==> config.mk <==
export PLATFORM = sky130hd
export DESIGN_NAME = jk_bank_ctrl_flat
export DESIGN_NICKNAME = d
export VERILOG_FILES = /design/src/rtl/jk_bank_ctrl_if.sv /design/src/rtl/jk_bank_ctrl.sv /design/src/flat_wrapper.sv
export SDC_FILE = /design/constraint.sdc
export NUM_CORES = 1
export LEC_CHECK = 0
export CAP_MARGIN = 30
export CORE_MARGIN = 10
export CORE_UTILIZATION = 50
export DETAILED_ROUTE_END_ITERATION = 7
export PLACE_DENSITY = 0.8
export SKIP_LAST_GASP = 1
export SYNTH_ARGS = -nofsm -noshare
export SYNTH_HDL_FRONTEND = slang
export SYNTH_SLANG_ARGS = --single-unit
==> constraint.sdc <==
create_clock -name clk -period 2.8 [get_ports clk]
set_input_delay 0.42 -clock clk [delete_from_list [all_inputs] [get_ports clk]]
set_output_delay 0.42 -clock clk [all_outputs]
set_load 0.05 [all_outputs]
==> src/rtl/jk_bank_ctrl_if.sv <==
// Command, bank and response signals of the JK bank controller.
// The slave side is the controller; the master side is the host and the bank.
interface jk_bank_ctrl_if #(
  parameter int WIDTH = 8
) ();
  logic             cmd_valid;
  logic             cmd_ready;
  logic [2:0]       cmd_op;
  logic [WIDTH-1:0] cmd_mask;
  logic [WIDTH-1:0] cmd_data;
  logic [WIDTH-1:0] q;
  logic [WIDTH-1:0] j;
  logic [WIDTH-1:0] k;
  logic             busy;
  logic             done;
  logic             err;
  logic [WIDTH-1:0] rsp_q;

  modport slave (
    input  cmd_valid, cmd_op, cmd_mask, cmd_data, q,
    output cmd_ready, j, k, busy, done, err, rsp_q
  );

  modport master (
    output cmd_valid, cmd_op, cmd_mask, cmd_data, q,
    input  cmd_ready, j, k, busy, done, err, rsp_q
  );
endinterface

==> src/rtl/jk_bank_ctrl.sv <==
// Command sequencer for a bank of JK flip-flops.
// Drives j/k for one cycle per step, then verifies q against the expectation.
module jk_bank_ctrl #(
  parameter int WIDTH = 8,
  parameter int CNT_W = 4
) (
  input logic         clk,
  input logic         rst,
  jk_bank_ctrl_if.slave bus
);

  localparam logic [2:0] OP_HOLD   = 3'd0;
  localparam logic [2:0] OP_SET    = 3'd1;
  localparam logic [2:0] OP_CLEAR  = 3'd2;
  localparam logic [2:0] OP_TOGGLE = 3'd3;
  localparam logic [2:0] OP_LOAD   = 3'd4;
  localparam logic [2:0] OP_COUNT  = 3'd5;

  localparam logic [WIDTH-1:0] ONE = {{(WIDTH-1){1'b0}}, 1'b1};
  localparam logic [CNT_W-1:0] C1  = {{(CNT_W-1){1'b0}}, 1'b1};

  typedef enum logic [1:0] {
    IDLE,
    APPLY,
    CHECK
  } state_t;

  typedef struct packed {
    logic [WIDTH-1:0] j;
    logic [WIDTH-1:0] k;
    logic [WIDTH-1:0] e;
  } drv_t;

  function automatic drv_t drive(
    input logic [2:0]       op,
    input logic [WIDTH-1:0] m,
    input logic [WIDTH-1:0] d,
    input logic [WIDTH-1:0] qv
  );
    drv_t r;
    logic run;
    r   = '0;
    r.e = qv;
    run = 1'b1;
    unique case (op)
      OP_HOLD: r.e = qv;
      OP_SET: begin
        r.j = m;
        r.e = qv | m;
      end
      OP_CLEAR: begin
        r.k = m;
        r.e = qv & ~m;
      end
      OP_TOGGLE: begin
        r.j = m;
        r.k = m;
        r.e = qv ^ m;
      end
      OP_LOAD: begin
        r.j = d & m;
        r.k = ~d & m;
        r.e = (qv & ~m) | (d & m);
      end
      OP_COUNT: begin
        // ripple-free counter: bit i toggles when all lower bits are 1
        for (int i = 0; i < WIDTH; i++) begin
          r.j[i] = run;
          r.k[i] = run;
          run    = run & qv[i];
        end
        r.e = qv + ONE;
      end
      default: r.e = qv;
    endcase
    return r;
  endfunction

  state_t           state_q, state_d;
  logic [2:0]       op_q, op_d;
  logic [CNT_W-1:0] cnt_q, cnt_d;
  logic [WIDTH-1:0] exp_q, exp_d;
  logic             nodrv_q, nodrv_d;
  logic             ill_q, ill_d;
  logic [WIDTH-1:0] j_q, j_d;
  logic [WIDTH-1:0] k_q, k_d;
  logic             done_q, done_d;
  logic             err_q, err_d;
  logic [WIDTH-1:0] rsp_r, rsp_d;

  drv_t acc_drv;
  drv_t step_drv;
  logic cmd_ill;
  logic cmd_nodrv;
  logic match;

  assign acc_drv  = drive(bus.cmd_op, bus.cmd_mask,
                          bus.cmd_data, bus.q);
  assign step_drv = drive(OP_COUNT, '0, '0, bus.q);
  assign cmd_ill  = bus.cmd_op[2] & bus.cmd_op[1];
  assign cmd_nodrv = cmd_ill |
    ((bus.cmd_op == OP_COUNT) &&
     (bus.cmd_data[CNT_W-1:0] == '0));
  assign match = (bus.q == exp_q);

  always_comb begin
    state_d = state_q;
    op_d    = op_q;
    cnt_d   = cnt_q;
    exp_d   = exp_q;
    nodrv_d = nodrv_q;
    ill_d   = ill_q;
    j_d     = '0;
    k_d     = '0;
    done_d  = 1'b0;
    err_d   = 1'b0;
    rsp_d   = rsp_r;
    unique case (state_q)
      IDLE: begin
        if (bus.cmd_valid) begin
          state_d = APPLY;
          op_d    = bus.cmd_op;
          cnt_d   = bus.cmd_data[CNT_W-1:0];
          exp_d   = acc_drv.e;
          ill_d   = cmd_ill;
          nodrv_d = cmd_nodrv;
          if (!cmd_nodrv) begin
            j_d = acc_drv.j;
            k_d = acc_drv.k;
          end
        end
      end
      APPLY: begin
        if (nodrv_q) begin
          state_d = IDLE;
          done_d  = 1'b1;
          err_d   = ill_q;
          rsp_d   = bus.q;
        end else begin
          state_d = CHECK;
        end
      end
      CHECK: begin
        if (match && op_q == OP_COUNT && cnt_q > C1) begin
          state_d = APPLY;
          cnt_d   = cnt_q - C1;
          exp_d   = step_drv.e;
          j_d     = step_drv.j;
          k_d     = step_drv.k;
        end else begin
          state_d = IDLE;
          done_d  = 1'b1;
          err_d   = !match;
          rsp_d   = bus.q;
        end
      end
      default: state_d = IDLE;
    endcase
  end

  always_ff @(posedge clk or negedge rst) begin
    if (!rst) begin
      state_q <= IDLE;
      op_q    <= '0;
      cnt_q   <= '0;
      exp_q   <= '0;
      nodrv_q <= 1'b0;
      ill_q   <= 1'b0;
      j_q     <= '0;
      k_q     <= '0;
      done_q  <= 1'b0;
      err_q   <= 1'b0;
      rsp_r   <= '0;
    end else begin
      state_q <= state_d;
      op_q    <= op_d;
      cnt_q   <= cnt_d;
      exp_q   <= exp_d;
      nodrv_q <= nodrv_d;
      ill_q   <= ill_d;
      j_q     <= j_d;
      k_q     <= k_d;
      done_q  <= done_d;
      err_q   <= err_d;
      rsp_r   <= rsp_d;
    end
  end

  assign bus.cmd_ready = (state_q == IDLE) & rst;
  assign bus.busy      = (state_q != IDLE);
  assign bus.j         = j_q;
  assign bus.k         = k_q;
  assign bus.done      = done_q;
  assign bus.err       = err_q;
  assign bus.rsp_q     = rsp_r;

endmodule

==> src/flat_wrapper.sv <==
// flat-port wrapper written by rule: the top's interface ports become plain ports
module jk_bank_ctrl_flat 
#(
  parameter int WIDTH = 8,
  parameter int CNT_W = 4
)
  (clk, rst, bus_cmd_valid, bus_cmd_op, bus_cmd_mask, bus_cmd_data, bus_q, bus_cmd_ready, bus_j, bus_k, bus_busy, bus_done, bus_err, bus_rsp_q);
  jk_bank_ctrl_if #(.WIDTH(WIDTH)) bus_i ();
  input logic clk;
  input logic rst;
  input wire logic [$bits(bus_i.cmd_valid)-1:0] bus_cmd_valid;
  input wire logic [$bits(bus_i.cmd_op)-1:0] bus_cmd_op;
  input wire logic [$bits(bus_i.cmd_mask)-1:0] bus_cmd_mask;
  input wire logic [$bits(bus_i.cmd_data)-1:0] bus_cmd_data;
  input wire logic [$bits(bus_i.q)-1:0] bus_q;
  output wire logic [$bits(bus_i.cmd_ready)-1:0] bus_cmd_ready;
  output wire logic [$bits(bus_i.j)-1:0] bus_j;
  output wire logic [$bits(bus_i.k)-1:0] bus_k;
  output wire logic [$bits(bus_i.busy)-1:0] bus_busy;
  output wire logic [$bits(bus_i.done)-1:0] bus_done;
  output wire logic [$bits(bus_i.err)-1:0] bus_err;
  output wire logic [$bits(bus_i.rsp_q)-1:0] bus_rsp_q;
  assign bus_i.cmd_valid = bus_cmd_valid;
  assign bus_i.cmd_op = bus_cmd_op;
  assign bus_i.cmd_mask = bus_cmd_mask;
  assign bus_i.cmd_data = bus_cmd_data;
  assign bus_i.q = bus_q;
  assign bus_cmd_ready = bus_i.cmd_ready;
  assign bus_j = bus_i.j;
  assign bus_k = bus_i.k;
  assign bus_busy = bus_i.busy;
  assign bus_done = bus_i.done;
  assign bus_err = bus_i.err;
  assign bus_rsp_q = bus_i.rsp_q;
  jk_bank_ctrl #(.WIDTH(WIDTH), .CNT_W(CNT_W)) u_core (.clk(clk), .rst(rst), .bus(bus_i));
endmodule
==> results.json, run 1 <==
{
  "grt_start_max_net_pins": 46,
  "yosysSeqAreaShare_pct": 35.1,
  "syn-cell-area_um2": 3210,
  "slew-limit-headroom_pct": 53.3,
  "setup_viol_count_final": 0,
  "synthArstFlopShare_pct": 100,
  "pwr_density_cell_nw_per_um2": 770,
  "drc": 0,
  "grt_use_total_pct": 21.1,
  "p_switching_mw": 1.41,
  "synth_top_family_by_area": "compound AO/OA/AOI/OAI gates",
  "die_y_um": 100,
  "end_kind": "output pin",
  "post_cts_buffers": 0,
  "grt_overflow": 0,
  "drt_wl_total_mm": 10.6,
  "hold_viol": 0,
  "synthDominantCellAreaShare_pct": 35.1,
  "skew_ns": 0.0124,
  "numPortBuffers": 57,
  "clk_pin_slew_worst_paths_ns": 0.10,
  "fin_crit_sh_pct": 85.6,
  "slew_violations": 0,
  "rsz0062_at_grt": "false",
  "grt_pass1_vias": 3099,
  "drt_iter0_markers": 279,
  "layout.nets": 496,
  "final_antenna_net_count": 0,
  "seqCellArea_um2": 1130,
  "clock_latency_ns": 0.31,
  "die_x_um": 100,
  "power_mw": 3.22,
  "cts_hold_buffers": 0,
  "finalSetupTns_ns": 0,
  "grt_pass1_wl_mm": 16.9,
  "cts_tree": "yes",
  "synth_area_leaders": "dfrtp_1 (35%), ha_1 (9.4%), a21oi_1 (5.5%)",
  "seqPwrFrac_pct": 31.5,
  "dieArea_um2": 10000,
  "fmax_mhz": 417,
  "hpwl_mm": 8.29,
  "dr.pass1.iters": 7,
  "synth_area_per_cell_um2": 8.96,
  "htreeDepth": 2,
  "synth_edf_count": 0,
  "synth-compound-area-share_pct": 23.9,
  "vias_per_cell": 6.01,
  "antenna_found_initial": 0,
  "synthDistinctLibCells": 58,
  "cts_root_buffer": "clkbuf_8",
  "wl_per_cell_um": 20.4,
  "syn_to_final_growth_pct": 30.4,
  "multi_input_area_um2": 1900,
  "p_int_mw": 1.81,
  "status": "finished clean",
  "cts.path.max_buffers": 2,
  "synthSimpleGateAreaFrac_pct": 15.3,
  "crit_type": "reg2out",
  "num_vias": 3125,
  "rows": 29,
  "p_leak_nw": 1.87,
  "worstPathRequired_ns": 2.38,
  "crit_arrival_ns": 1.98,
  "worst_slew_pin_slew_ns": 0.696,
  "initial_core_util_pct": 51.1,
  "maxCapViolCount": 0,
  "gp_congestion": 1.03,
  "syn-num-nets": 412,
  "ys_warn_count": 0,
  "yosysTopAreaCell": "dfrtp_1",
  "cts_resized": 0,
  "synth_fa_ha_area_share_pct": 9.36,
  "numCtsBuffers": 5,
  "yosys.area_share.xor_xnor_pct": 3.28,
  "path_max_fanout": 8,
  "comb_power_share_pct": 54.6,
  "ir_worst_vdd_uv": 854,
  "synth.area.mux_share_pct": 7.49,
  "min_path_type": "in2async",
  "synth-seq-cells": 45,
  "synth_top_flop_cell": "dfrtp_1",
  "period_needed_ns": 2.40,
  "reg2reg_depth": 7,
  "io_pins": 58,
  "swShare_pct": 43.7,
  "drive_above_1_share_pct": 15.8,
  "worst_setup_path_start_kind": "register",
  "netlist_instances": 358,
  "core_um2": 6280,
  "p_clk_share_pct": 13.9,
  "antenna_cells": 0,
  "fill_cells": 524,
  "cts_sinks": 45
}
-- layer usage --
layer / wire, um / global-route usage [%] / up-vias
li1: - / - / 1464
met1: 4590 / 28.2 / 1483
met2: 4870 / 33.1 / 156
met3: 884 / 4.53 / 22
met4: 269 / 7.39 / 0
met5: 0 / 0 / -
-- cell usage in the layout, fill, tap and decap left out, types with 12 or more instances in the layout --
cell type,synthesis,layout
clkdlybuf4s50_1,0,55
dfrtp_1,45,45
buf_4,0,37
a21oi_1,35,35
o21ai_0,31,31
nand2_1,28,28
inv_1,27,27
ha_1,24,24
nor2_1,14,14
nand3_1,12,12
-- worst max-delay path: stages, from the launching register on --
cell             delay, ns
dfrtp_1               0.41
inv_1                 0.08
ha_1                  0.30
inv_1                 0.08
clkdlybuf4s50_1       0.80
-- layout make-up --
cell class	instances	share of cell area, %
multi-input combinational	268	45.5
sequential	45	26.9
timing repair buffer	94	20.4
inverter	28	2.51
tap	77	2.30
clock buffer	6	1.97
clock inverter	2	0.389
-- worst paths after layout --
| kind | start | end | slack (ns) |
|---|---|---|---|
| setup / recovery | u_core.state_q[0] | bus_busy | 0.40 |
| min in group clk | u_core.op_q[0] | u_core.op_q[0] | 0.49 |
| hold / removal | rst | u_core.bus.k[2] | 0.29 |
| setup reg to reg | u_core.cnt_q[0] | u_core.bus.rsp_q[4] | 0.54 |
| max in group asynchronous | rst | u_core.bus.k[0] | 2.12 |
| hold reg to reg | u_core.op_q[0] | u_core.op_q[0] | 0.49 |
-- power by group through the flow --
stage | Combinational (mW) | Clock [mW] | Sequential [mW]
2_1_floorplan | 0.981 | 0 | 1.25
3_3_place_gp | 1.70 | 0 | 1.01
3_5_place_dp | 1.75 | 0 | 1.02
4_1_cts | 1.76 | 0.451 | 1.01
5_1_grt | 1.89 | 0.476 | 1.04
6_report | 1.76 | 0.446 | 1.02
-- flip-flops by register name (all words and copies together), names as in the netlist --
name / count
u_core.ill_q: 1
u_core.op_q: 3
u_core.bus.rsp_q: 8
u_core.nodrv_q: 1
u_core.exp_q: 8
u_core.bus.done: 1
u_core.bus.err: 1
u_core.cnt_q: 4
u_core.bus.k: 8
u_core.state_q: 2
u_core.bus.j: 8
-- synth_stat cells (8+ instances only) --
| cell type | n |
|---|---|
| dfrtp_1 | 45 |
| a21oi_1 | 35 |
| o21ai_0 | 31 |
| nand2_1 | 28 |
| inv_1 | 27 |
| ha_1 | 24 |
| nor2_1 | 14 |
| clkbuf_1 | 12 |
| nand3_1 | 12 |
| mux2_2 | 8 |
| mux2_4 | 8 |
| xor2_1 | 8 |
-- through the flow --
stage / area [um^2] / utilization (%) / instances / hold WS [ns] / setup slack [ns]
3_5_place_dp: 4080 / 65.0 / 512 / 0.475 / 0.167
5_1_grt: 4180 / 66.6 / 520 / 0.336 / 0.284
4_1_cts: 4180 / 66.6 / 520 / 0.307 / 0.396
3_3_place_gp: 4080 / 65.0 / 512 / 0.463 / 0.193
6_report: 4180 / 66.6 / 520 / 0.286 / 0.402
2_1_floorplan: 3210 / - / 358 / 0.124 / 0.696
-- logic make-up (layout without fill, tap and decap cells) --
kind of cell,after synthesis,after routing
XOR/XNOR,12,12
flip-flops,45,45
multiplexers,19,19
buffers and inverters,45,130
adder cells (fa/ha/maj),24,24
AND/OR/NAND/NOR,92,92
AO/OA/AOI/OAI,121,121
(Power assumes the default switching activity.)
==> run 2, diff against run 1 <==
- TNS_END_PERCENT: not set -> 10
==> results of run 2 <==
The final DEF is identical to that of run 1; final timing and power are the same.
==> run 3, diff against run 2 <==
- CORE_MARGIN: 10 -> not set
- REMOVE_ABC_BUFFERS: not set -> 1
==> run 3 against run 2 <==
Global-route usage increased by 8.6 points. Total power decreased by 1.2%. Core utilization increased by 1.5 points. Hold slack got worse by 0.041 ns. Non-clock buffer count decreased by 5. Via count about the same. Final cell count decreased by 1.5%. Cell area decreased by 1.3%. Die area decreased by 33%. Count of clock-buffer cells in the layout decreased by 1. Critical path depth unchanged.
==> results.json, run 3 (synthesis gave the netlist of run 1 again) <==
{
  "status": "finished clean",
  "ir_worst_vdd_uv": 958,
  "p_clk_share_pct": 12.9,
  "cts.path.max_buffers": 2,
  "crit_type": "reg2out",
  "seqPwrFrac_pct": 31.9,
  "pwr_density_cell_nw_per_um2": 770,
  "dr.pass1.iters": 5,
  "crit_arrival_ns": 1.97,
  "power_mw": 3.18,
  "hold_viol": 0,
  "path_max_fanout": 8,
  "grt_use_total_pct": 29.8,
  "initial_core_util_pct": 52.9,
  "numPortBuffers": 57,
  "gp_congestion": 0.962,
  "min_path_type": "in2async",
  "num_vias": 3124,
  "crit_path_top_delay_cell": "clkdlybuf4s50_1",
  "io_pins": 58,
  "clk_pin_slew_worst_paths_ns": 0.09,
  "finalCoreUtilization_pct": 68.1,
  "hold_ws_ns": 0.245,
  "cts_resized": 0,
  "p_leak_nw": 1.84,
  "slew_violations": 0,
  "drc": 0,
  "cts_root_buffer": "clkbuf_8",
  "comb_power_share_pct": 55.2,
  "cp_top_family": "buffers and inverters",
  "worst_setup_path_start_kind": "register",
  "syn_to_final_growth_pct": 28.7,
  "maxCapViolCount": 0,
  "critPathMostFrequentCell": "inv_1",
  "setup_viol_count_final": 0,
  "dieArea_um2": 6740,
  "die_y_um": 82.1,
  "rsz0062_at_grt": "false",
  "antenna_found_initial": 0,
  "layout.nets": 491,
  "core_um2": 6060,
  "clock_latency_ns": 0.30,
  "skew_ns": 0.0117,
  "fmax_mhz": 419,
  "htreeDepth": 2,
  "end_kind": "output pin",
  "fill_cells": 491,
  "fin_crit_sh_pct": 85.2,
  "finalSetupTns_ns": 0,
  "drt_wl_total_mm": 9.56,
  "final_antenna_net_count": 0,
  "rows": 28,
  "wl_per_cell_um": 18.7,
  "p_int_mw": 1.80,
  "worst_slew_pin_slew_ns": 0.618,
  "grt_overflow": 0,
  "period_needed_ns": 2.39,
  "post_cts_buffers": 0,
  "grt_pass1_wl_mm": 14.7,
  "swShare_pct": 43.5,
  "grt_pass1_vias": 2859,
  "worstPathRequired_ns": 2.38,
  "vias_per_cell": 6.10,
  "hpwl_mm": 7.23,
  "antenna_cells": 0,
  "drive_above_1_share_pct": 14.6,
  "cts_tree": "yes",
  "numCtsBuffers": 5,
  "final_common_cell": "clkdlybuf4s50_1",
  "die_x_um": 82.1,
  "cp_slowest_stage_delay_ns": 0.79,
  "path_cells": "inv_1, ha_1, inv_1, clkdlybuf4s50_1",
  "crit_buf_inv": 3,
  "cts_hold_buffers": 0,
  "cts_sinks": 45,
  "slew-limit-headroom_pct": 58.5,
  "drt_iter0_markers": 345,
  "grt_start_max_net_pins": 46,
  "p_switching_mw": 1.38,
  "mostFrequentLayoutCells": "clkdlybuf4s50_1 (55), dfrtp_1 (45), a21oi_1 (35), buf_4 (32), o21ai_0 (31)"
}
==> run 3: cell count changes in the layout (fill, tap and decap cells not counted), sizes merged <==
cell,change
clkinv,+1
inv,-1
clkbuf,-1
buf,-5
==> run 3: worst paths after layout <==
kind                              startpoint                   to  slack (ns)  cells past startpoint
max in group asynchronous                rst      u_core.bus.k[6]        2.13                      2
min reg2reg                   u_core.op_q[0]       u_core.op_q[0]        0.49                      2
min in group clk              u_core.op_q[0]       u_core.op_q[0]        0.49                      2
max                        u_core.state_q[0]             bus_busy        0.41                      4
min                                      rst    u_core.state_q[1]        0.25                      2
max reg2reg                  u_core.cnt_q[0]  u_core.bus.rsp_q[7]        0.57                      7
==> run 3: cell type report <==
type | count | area (um^2) | share of cell area, %
repair buffers | 89 | 816 | 19.8
flip-flops and latches | 45 | 1130 | 27.3
multi-input cells | 268 | 1900 | 46.1
clock inverters | 2 | 16.3 | 0.394
clock buffers | 5 | 68.8 | 1.67
inverters | 28 | 105 | 2.55
well taps | 75 | 93.8 | 2.27
==> run 3: power groups by stage <==
| stage | registers, mW | clock network (mW) | logic [mW] |
|---|---|---|---|
| 2_1_floorplan | 1.25 | 0 | 0.934 |
| 3_3_place_gp | 1.01 | 0 | 1.70 |
| 3_5_place_dp | 1.02 | 0 | 1.74 |
| 4_1_cts | 1.01 | 0.415 | 1.75 |
| 5_1_grt | 1.03 | 0.440 | 1.88 |
| 6_report | 1.01 | 0.410 | 1.76 |
==> run 3: stage by stage <==
stage	cells	cell area, um^2	setup WS, ns
2_1_floorplan	341	3130	0.621
3_5_place_dp	505	4040	0.180
4_1_cts	512	4130	0.424
6_report	512	4130	0.415
5_1_grt	512	4130	0.316
3_3_place_gp	505	4040	0.235
==> run 3: worst reg2reg max path, cell delays in order (launching register included) <==
cell	delay, ns
dfrtp_1	0.45
inv_1	0.09
ha_1	0.20
nor2_1	0.07
o311a_1	0.37
nand4_2	0.13
and3_1	0.48
mux2_4	0.35
==> run 3: metal layers <==
layer  up-vias  part of all wire (%)  track usage (%)
li1       1466                     -                -
met1      1471                    44             40.3
met2       164                    45             44.8
met3        23                   8.6             5.56
met4         0                   3.2             15.3
met5         -                     0                0
